**src/rtl/afifo_pkg.sv**
```systemverilog
// Shared async-FIFO helpers: default depth, gray->binary decode and a popcount
// used by the gray-step checker.
package afifo_pkg;

  localparam int ADDR_SIZE_DEF = 4;
  localparam int DEPTH         = 2**ADDR_SIZE_DEF;
  localparam int MAXW          = 32;

  // Works for any width up to MAXW: zero-extended upper gray bits decode to 0,
  // so callers extend their operand and slice the result back down.
  function automatic logic [MAXW-1:0] gray2bin(input logic [MAXW-1:0] g);
    logic [MAXW-1:0] b;
    b[MAXW-1] = g[MAXW-1];
    for (int i = MAXW-2; i >= 0; i--)
      b[i] = b[i+1] ^ g[i];
    return b;
  endfunction

  function automatic int unsigned popcount(input logic [MAXW-1:0] v);
    int unsigned n;
    n = 0;
    for (int i = 0; i < MAXW; i++)
      n += {31'd0, v[i]};
    return n;
  endfunction

endpackage

```
**src/rtl/sync_r2w.sv**
```systemverilog
// Plain N-flop pointer synchroniser; reused by the read side with its own clock.
module sync_r2w #(
  parameter int ADDR_SIZE   = 4,
  parameter int SYNC_STAGES = 2
) (
  input  logic                 wclk,
  input  logic                 wrst_n,
  input  logic [ADDR_SIZE:0]   d,
  output logic [ADDR_SIZE:0]   q
);

  logic [SYNC_STAGES-1:0][ADDR_SIZE:0] stg;

  always_ff @(posedge wclk or negedge wrst_n) begin
    if (!wrst_n) begin
      stg <= '0;
    end else begin
      stg[0] <= d;
      for (int i = 1; i < SYNC_STAGES; i++)
        stg[i] <= stg[i-1];
    end
  end

  assign q = stg[SYNC_STAGES-1];

endmodule

```
**src/rtl/wrptr_level.sv**
```systemverilog
// Write-domain receiver for the gray read pointer: sync, decode, fill level,
// almost-full, and sticky checkers for illegal level / multi-bit gray steps.
module wrptr_level
  import afifo_pkg::*;
#(
  parameter int ADDR_SIZE   = 4,
  parameter int SYNC_STAGES = 2
) (
  input  logic               wclk,
  input  logic               wrst_n,
  input  logic [ADDR_SIZE:0] rptr,
  input  logic [ADDR_SIZE:0] wptr,
  input  logic [ADDR_SIZE:0] afull_thresh,
  output logic [ADDR_SIZE:0] wq2_rptr,
  output logic [ADDR_SIZE:0] wq2_rbin,
  output logic [ADDR_SIZE:0] wfill,
  output logic               walmost_full,
  output logic               werr_level,
  output logic               werr_gray
);

  localparam int AW = ADDR_SIZE + 1;
  localparam logic [AW-1:0] FILL_MAX = AW'(2**ADDR_SIZE);

  logic [AW-1:0] rbin_q, wbin_q, prev_q;
  logic          gray_jump;

  sync_r2w #(.ADDR_SIZE(ADDR_SIZE), .SYNC_STAGES(SYNC_STAGES)) u_sync (
    .wclk   (wclk),
    .wrst_n (wrst_n),
    .d      (rptr),
    .q      (wq2_rptr)
  );

  assign gray_jump = popcount(MAXW'(wq2_rptr ^ prev_q)) > 1;

  // Pointer difference is taken modulo 2**AW, which absorbs the pointer wrap.
  always_ff @(posedge wclk or negedge wrst_n) begin
    if (!wrst_n) begin
      rbin_q       <= '0;
      wbin_q       <= '0;
      prev_q       <= '0;
      wfill        <= '0;
      walmost_full <= 1'b0;
      werr_level   <= 1'b0;
      werr_gray    <= 1'b0;
    end else begin
      rbin_q       <= AW'(gray2bin(MAXW'(wq2_rptr)));
      wbin_q       <= AW'(gray2bin(MAXW'(wptr)));
      prev_q       <= wq2_rptr;
      wfill        <= wbin_q - rbin_q;
      walmost_full <= (afull_thresh != '0) && (wfill >= afull_thresh);
      werr_level   <= werr_level | (wfill > FILL_MAX);
      werr_gray    <= werr_gray | gray_jump;
    end
  end

  assign wq2_rbin = rbin_q;

endmodule

```
**config.mk**
```make
export PLATFORM = sky130hd
export DESIGN_NAME = wrptr_level
export DESIGN_NICKNAME = d
export VERILOG_FILES = /design/src/rtl/afifo_pkg.sv /design/src/rtl/sync_r2w.sv /design/src/rtl/wrptr_level.sv
export SDC_FILE = /design/constraint.sdc
export NUM_CORES = 1
export LEC_CHECK = 0
export CORE_UTILIZATION = 47
export DETAILED_ROUTE_END_ITERATION = 6
export GPL_TIMING_DRIVEN = 1
export PLACE_DENSITY = 0.75
export REMOVE_ABC_BUFFERS = 1
export SETUP_SLACK_MARGIN = 0.4
export SLEW_MARGIN = 20
export SYNTH_ARGS = -nofsm -noshare
export SYNTH_HDL_FRONTEND = slang
export SYNTH_HIERARCHICAL = 1
export SYNTH_SLANG_ARGS = --single-unit
```
**constraint.sdc**
```tcl
create_clock -name wclk -period 2.1 [get_ports wclk]
set_input_delay 0.21 -clock wclk [delete_from_list [all_inputs] [get_ports wclk]]
set_output_delay 0.21 -clock wclk [all_outputs]
set_load 0.01 [all_outputs]
```
Word-level counts from Yosys, hierarchy flattened
Index checks and enable logic that the tools add are counted.

Bits in registers: 33. Bits of input ports: 17. Output and inout port bits: 18. Word-level logic and storage cells: 57.

Add/sub/neg operators: 32. Magnitude comparators: 3. Bitwise operators: 11. Reduce and logical (&&, ||, !) cells: 2.

Operators by type and width (count): adder 31 x 1 -> 32 bit (second input constant) (1); > comparator 32 x 1 -> 1 bit (second input constant) (1); adder 30 x 1 -> 31 bit (second input constant) (1); adder 29 x 1 -> 30 bit (second input constant) (1); adder 28 x 1 -> 29 bit (second input constant) (1); adder 27 x 1 -> 28 bit (second input constant) (1); adder 26 x 1 -> 27 bit (second input constant) (1); adder 25 x 1 -> 26 bit (second input constant) (1); adder 24 x 1 -> 25 bit (second input constant) (1); adder 23 x 1 -> 24 bit (second input constant) (1); adder 22 x 1 -> 23 bit (second input constant) (1); adder 21 x 1 -> 22 bit (second input constant) (1); adder 20 x 1 -> 21 bit (second input constant) (1); adder 19 x 1 -> 20 bit (second input constant) (1); adder 18 x 1 -> 19 bit (second input constant) (1); adder 17 x 1 -> 18 bit (second input constant) (1); adder 16 x 1 -> 17 bit (second input constant) (1); adder 15 x 1 -> 16 bit (second input constant) (1); adder 14 x 1 -> 15 bit (second input constant) (1); adder 13 x 1 -> 14 bit (second input constant) (1); adder 12 x 1 -> 13 bit (second input constant) (1); adder 11 x 1 -> 12 bit (second input constant) (1); adder 10 x 1 -> 11 bit (second input constant) (1); adder 9 x 1 -> 10 bit (second input constant) (1); other kinds (16) (24).

Depth between registers and ports, before layout
Word-level depth: 34. Gate-level depth with buffers: 7. Depth with buffers taken out: 7.

Modules after synthesis
The synthesis kept the hierarchy.

Modules (own cells, without submodules): wrptr_level (times used 1, cells an instance 78, area an instance 1013.5 µm², sequential area each 550.5 µm²); sync_r2w (times used 1, cells an instance 15, area an instance 287.8 µm², sequential area each 250.2 µm²).

Worst setup path before layout
Ideal clock, no wire load.

Path type: reg-to-reg. Start: register u_sync.stg (netlist bit u_sync/q[0]). End: register werr_gray. Library setup time: 129 ps. Arrival: 1763 ps. Data required time: 1971 ps. Slack: 208 ps. Stages on the path, launching flop included: 6. Buffers on the path: 1. Period minus slack after synthesis: 1892 ps. Path through: dfrtp_1 > buf_4 > xor2_1 > fa_1 > ha_1 > a2111o_1.

Longest elaborated chain between the ends: 34.

Ends and longest elaborated chain: start: declaration (line sync_r2w.sv:12) `logic [SYNC_STAGES-1:0][ADDR_SIZE:0] stg;`; start signal: indexed assignment (line sync_r2w.sv:20) `stg[i] <= stg[i-1];`; bitwise XOR 5 bit (line wrptr_level.sv:35) `assign gray_jump = popcount(MAXW'(wq2_rptr ^ prev_q)) > 1;`; adder 1 x 1 -> 2 bit (line afifo_pkg.sv:23) `n += {31'd0, v[i]};`; adder 2 x 1 -> 3 bit (line afifo_pkg.sv:23); adder 3 x 1 -> 4 bit (line afifo_pkg.sv:23); adder 4 x 1 -> 5 bit (line afifo_pkg.sv:23); adder 5 x 1 -> 6 bit (line afifo_pkg.sv:23); adder 6 x 1 -> 7 bit (line afifo_pkg.sv:23); adder 7 x 1 -> 8 bit (line afifo_pkg.sv:23); [18 not listed]; adder 26 x 1 -> 27 bit (line afifo_pkg.sv:23); adder 27 x 1 -> 28 bit (line afifo_pkg.sv:23); adder 28 x 1 -> 29 bit (line afifo_pkg.sv:23); adder 29 x 1 -> 30 bit (line afifo_pkg.sv:23); adder 30 x 1 -> 31 bit (line afifo_pkg.sv:23); adder 31 x 1 -> 32 bit (line afifo_pkg.sv:23); > comparator 32 x 1 -> 1 bit (line wrptr_level.sv:35); bitwise OR 1 bit (line wrptr_level.sv:54) `werr_gray <= werr_gray | gray_jump;`; end signal: assignment (line wrptr_level.sv:54); end: declaration (line wrptr_level.sv:19) `output logic werr_gray`.

No other way between the ends.

Final worst setup path
Start: register u_sync.stg (netlist bit u_sync/q[3]). End: register werr_gray.

Longest elaborated chain between the ends: 32.

Ends and longest elaborated chain (line): bitwise XOR 5 bit (wrptr_level.sv:35); adder 3 x 1 -> 4 bit (afifo_pkg.sv:23); adder 4 x 1 -> 5 bit (afifo_pkg.sv:23); adder 5 x 1 -> 6 bit (afifo_pkg.sv:23); adder 6 x 1 -> 7 bit (afifo_pkg.sv:23); adder 7 x 1 -> 8 bit (afifo_pkg.sv:23); adder 8 x 1 -> 9 bit (afifo_pkg.sv:23); adder 9 x 1 -> 10 bit (afifo_pkg.sv:23); [16 not listed]; adder 26 x 1 -> 27 bit (afifo_pkg.sv:23); adder 27 x 1 -> 28 bit (afifo_pkg.sv:23); adder 28 x 1 -> 29 bit (afifo_pkg.sv:23); adder 29 x 1 -> 30 bit (afifo_pkg.sv:23); adder 30 x 1 -> 31 bit (afifo_pkg.sv:23); adder 31 x 1 -> 32 bit (afifo_pkg.sv:23); > comparator 32 x 1 -> 1 bit (wrptr_level.sv:35); bitwise OR 1 bit (wrptr_level.sv:54).

No other way between the ends.

==> impl_metrics.tcl <==
set metrics [dict create \
    status "finished, final reports clean" \
    yosys_warnings 6 \
    hold_buffers 0 \
    rsz0062_at_grt "yes" \
    timing.fmax_mhz 552 \
    reg2reg_depth 4 \
    async_reset_ff_frac 1.00 \
    cts_root_buf "clkbuf_4" \
    drt_pass1_iterations 4 \
    yosysTopAreaCellShare 0.615 \
    final_cells 163 \
    powerDensity_nw_per_um2 981 \
    h-tree-depth 2 \
    worstPathRequired_ns 2.31 \
    critical_path_class "flop to flop" \
    setup_viol 0 \
    grt_max_degree 33 \
    start_kind "flop" \
    initial_utilization 0.511 \
    wl_per_cell_um 11.7 \
    drc_errors 0 \
    clockBufferDepth 2 \
    synth_flop_cell "dfrtp_1" \
    worst_path_max_delay_cell "fa_1" \
    finalCritPeriodShare 0.862 \
    yosysUniqueCellTypes 17 \
    crit_fanout 2 \
    nNetsFinal 161 \
    tns_ns 0 \
    skew_ns 0.00567 \
    vias 772 \
    clock_sinks 32 \
    worstPathCellList "xor2_1, fa_1, ha_1, a2111o_1" \
    n_antenna_cell 0 \
    ir_worst_vdd_uv 750 \
    die_h_um 54.6 \
    ys_ff_latch 32 \
    ys_top_cells_by_area "dfrtp_1, ha_1, xor2_1" \
    max_stage_delay_ns 0.54 \
    syn_inst 93 \
    timing.rr.end "werr_gray" \
    clock_latency_ns 0.32 \
    final-hold-violation-count 0 \
    endpoint_kind "flop" \
    leakagePower_nw 0.810 \
    synth.most_common_cell "dfrtp_1" \
    r2r_start "u_sync/q[3]" \
    die_area_um2 2980 \
    die_w_um 54.6 \
    avgViaCountPerCell 4.74 \
    drv_cap 0 \
    r2r_setup_slack_ns 0.29 \
    syn_avg_cell_area_um2 14.0 \
    io_pins 35 \
    wirelength_um 1920 \
    seq_area_frac_synth 0.615 \
    drive_above_1_share 0.0977 \
    critical_path_arrival_ns 2.02 \
    core_area_um2 2540 \
    grt_overflow 0 \
    slew_violations 0 \
    antenna_left 0 \
    post-place-cells 152 \
    worstMarginPinSlew_ns 0.370 \
    fin_crit_ns 1.81 \
    hold_class "input pin to async pin" \
    clk_pin_slew_ns 0.10 \
    cts_buffers 5 \
    synth_largest_area_cell "dfrtp_1" \
    grt_pass1_vias 742 \
    grt_usage 0.163 \
    slew_headroom 0.750 \
    rows 18 \
    grt_pass1_wl_um 3040 \
    syn2layout_area_growth_pct 34.6 \
    gp_congestion 0.660 \
    dp_hpwl_um 1480 \
    synth_edf_count 0 \
    antenna_found_initial 0 \
    synth_commonest_cells "dfrtp_1, inv_1, xor2_1, ha_1, buf_4" \
    synth_area_um2 1300 \
    cts_tree "done" \
    drt_iter0_drc 1 \
    io_buffers 34 \
]
stage by stage:
step	power, W	util	cell area, um2	setup slack, ns	hold slack (ns)
2_1_floorplan	0.00104	-	1260	0.240	-0.0856
3_3_place_gp	0.00128	0.645	1640	0.265	0.332
3_5_place_dp	0.00129	0.645	1640	0.212	0.336
4_1_cts	0.00175	0.685	1740	0.278	0.258
5_1_grt	0.00184	0.688	1750	0.215	0.294
6_report	0.00172	0.688	1750	0.289	0.263
layout make-up:
type	instances	area (um2)
fillers	194	793
well taps	30	37.5
flip-flops and latches	32	801
clock buffers	5	37.5
clock inverters	3	42.5
inverters	12	45.0
multi-input cells	43	418
repair buffers	38	370
worst max-delay path by stage:
stage / startpoint / endpoint / slack [ns] / depth (start not counted)
final: u_sync/q[3] / werr_gray / 0.29 / 4
after global routing: u_sync/q[3] / werr_gray / 0.21 / 4
after CTS: u_sync/q[3] / werr_gray / 0.28 / 4
after detailed placement: u_sync/q[1] / werr_gray / 0.21 / 4
after global placement: u_sync/q[0] / werr_gray / 0.26 / 4
after floorplan: u_sync/q[0] / werr_gray / 0.24 / 4
placed cells by master (no fill, tap or decap):
cell	instances
a21o_1	2
clkinv_2	1
a211o_1	1
dfrtp_1	32
clkdlybuf4s50_1	34
o41ai_1	1
a2111o_1	1
buf_4	4
clkbuf_4	5
a21oi_1	3
bufinv_16	1
xnor2_1	5
xor2_2	1
o211ai_1	1
clkinvlp_4	1
nor2_1	1
fa_1	2
inv_1	12
xor2_1	11
nand2b_1	2
o22ai_1	1
ha_1	10
or4_1	1
per-layer routing:
layer | vias to the layer above | global-route usage | routed length, um
met1 | 365 | 0.176 | 794
met3 | 4 | 0.0806 | 129
met5 | - | 0 | 0
li1 | 372 | - | -
met2 | 31 | 0.247 | 948
met4 | 0 | 0.115 | 42
what timing repair did:
action	CTS	global route
setup buffers	3	0
resized for setup	0	1
pin swaps	4	0
endpoints found under the setup margin	1	1
cell families (layout without fill, tap and decap cells):
family | count (synthesis) | in the layout | share of synthesized area
AO/OA/AOI/OAI | 10 | 10 | 0.0558
XOR/XNOR | 17 | 17 | 0.114
adder cells (fa/ha/maj) | 12 | 12 | 0.127
AND/OR/NAND/NOR | 4 | 4 | 0.0183
flip-flops | 32 | 32 | 0.615
buffers and inverters | 18 | 58 | 0.0692
registers in the layout (all words and copies together), names as in the netlist:
signal and cells:
prev_q 5, u_sync/q 5, u_sync/stg 5, wbin_q 5
wfill 5, wq2_rbin 4, walmost_full 1, werr_gray 1
werr_level 1
critical path: cells and delay by family (launching register included):
family	cells	cell delay, ns
fa+ha+maj	2	0.77
flops	1	0.41
compound gates	1	0.36
xor+xnor	1	0.16
power by group:
| group | leakage [nW] | internal (W) | total [W] | switching, W |
|---|---|---|---|---|
| Sequential | 0.368 | 0.000716 | 0.000781 | 0.0000659 |
| Clock | 0.0412 | 0.000248 | 0.000443 | 0.000195 |
| Combinational | 0.401 | 0.000289 | 0.000494 | 0.000205 |
Power figures use the tool's default switching activity.
==> variant, RTL diff (config.mk and constraints unchanged) <==
`ADDR_SIZE` is set to 4 in 2 places; all go to 3.
--- a/src/rtl/sync_r2w.sv
+++ b/src/rtl/sync_r2w.sv
@@ -1,6 +1,6 @@
 // Plain N-flop pointer synchroniser; reused by the read side with its own clock.
 module sync_r2w #(
-  parameter int ADDR_SIZE   = 4,
+  parameter int ADDR_SIZE   = 3,
   parameter int SYNC_STAGES = 2
 ) (
   input  logic                 wclk,
--- a/src/rtl/wrptr_level.sv
+++ b/src/rtl/wrptr_level.sv
@@ -3,7 +3,7 @@
 module wrptr_level
   import afifo_pkg::*;
 #(
-  parameter int ADDR_SIZE   = 4,
+  parameter int ADDR_SIZE   = 3,
   parameter int SYNC_STAGES = 2
 ) (
   input  logic               wclk,
Ports: changed (6 resized); port bits go from 35 to 29. No check against the original RTL was run, so the function may have changed too.
==> variant against the unedited design <==
- register-to-register slack improved by 0.32 ns
- combinational power decreased by 30%
- total power decreased by 29%
- critical endpoint is now wq2_rptr[2]
- maximum frequency increased by 18%
- worst hold slack got worse by 0.022 ns
- cell area decreased by 23%
- wire length decreased by 19%
- via count decreased by 23%
- worst setup slack improved by 0.27 ns
- sequential cell count decreased by 6
- area after synthesis decreased by 20%
==> variant: results (changes against the unedited design) <==
status - completed
P_leak - 0.624 nW (-23%)
clk slew on worst S/H paths - 0.13 ns (+0.03 ns)
num rows - 16 (-2)
Placer Congestion - 0.816 (+24%)
diode count - 0 (unchanged)
Yosys warnings - 6 (unchanged)
clock insertion delay at the later pin of the skew report - 0.31 ns
Slowest cell on crit path - clkdlybuf4s50_1
post-CTS setup buffers - 0 (-3)
Max H-tree Level - 1 (-1)
Setup WS pre-CTS - 0.520 ns (+0.308 ns)
Worst Tran Pin Value - 0.312 ns (-0.0584 ns)
First DRT Iteration DRCs - 13 (+12)
commonest cells in the netlist - dfrtp_1 (26), xor2_1 (11), inv_1 (9)
per-cell routed wire length - 12.0 um (+1.9%)
largest net degree at the start of global routing - 27 (-18%)
Netlist cell types - 17 (unchanged)
Worst path max stage delay - 0.57 ns (+0.03 ns)
initial antenna violation count - 0 (unchanged)
# resized after CTS - 0 (unchanged)
vias in the first global route - 657 (-11%)
PortBufs - 28 (-18%)
Post-synth ARST share - 100% (unchanged)
via count of the routed design - 594 (-23%)
nets@finish - 126 (-22%)
sequential-to-total area share from yosys stat - 62.8% (+1.3 points)
final clock skew - 0.00129 ns (-0.00438 ns)
placed inst area - 1320 um2 (-20%)
deepest clock path buffer count - 2 (unchanged)
Worst VDD drop - 0.000527 V (-30%)
HP Class - in2async
first-pass GRT wire length - 2720 um (-10%)
drt total wl - 1550 um (-19%)
top post-synthesis cells by area - dfrtp_1 (63%), xor2_1 (9.3%), ha_1 (8.5%)
Worst Reg2Reg Path Length in Cells - 3 (-1)
CP top delay family - buffers and inverters
root buf cell - clkbuf_4
GRT Overall Usage - 15.3% (-1.0 points)
post-DP HPWL - 1210 um (-18%)
Inserted Clock Buffers - 3 (-2)
DR pass1 iterations - 4 (unchanged)
layout cell share with drive strength beyond 1 - 4.90% (-4.9 points)
Mapped Cells - 74 (-20%)
crit path max fanout - 4 (+2)
variant: cell count changes after synthesis, sizes merged, moves of 2 or more:
cell | before | now
xnor2 | 5 | 2
a21oi | 3 | 1
ha | 10 | 7
inv | 12 | 9
nor2 | 1 | 3
dfrtp | 32 | 26
variant: kinds of logic after synthesis:
logic type / share of synthesized area, %
adders and majority gates: 12.3
DFF: 62.8
AOI/OAI and AO/OA: 4.71
xor gates and xnor gates: 11.0
and+or+nand+nor: 2.30
buffers and inverters: 6.88
variant: path summary, 6_finish.rpt:
kind / slack [ns] / start / to
setup reg to reg: 0.61 / u_sync/q[3] / werr_gray
min in group wclk: 0.32 / rptr[2] / u_sync/stg[2]
hold / removal: 0.24 / wrst_n / u_sync/stg[2]
max in group asynchronous: 1.63 / wrst_n / prev_q[0]
hold reg to reg: 0.36 / u_sync/stg[1] / u_sync/q[1]
setup / recovery: 0.56 / u_sync/q[2] / wq2_rptr[2]
variant: final cells by class:
type	count	area [um2]
Fill cell	155	666
Sequential cell	26	651
Multi-Input combinational cell	34	314
Timing Repair Buffer	29	288
Clock buffer	4	36.3
Inverter	9	33.8
Tap cell	27	33.8
variant: report_power, final:
group,leakage [nW],switching [mW],total [mW],internal [mW]
combinational,0.305,0.148,0.347,0.199
sequential,0.298,0.0504,0.624,0.574
clock,0.0210,0.136,0.242,0.106
total,0.624,0.334,1.21,0.879
variant: metal layers:
metal	global-route usage (%)	share of wire (%)
met5	0	0
met4	7.35	0.91
met3	2.80	5.1
met2	25.9	50
met1	18.8	44
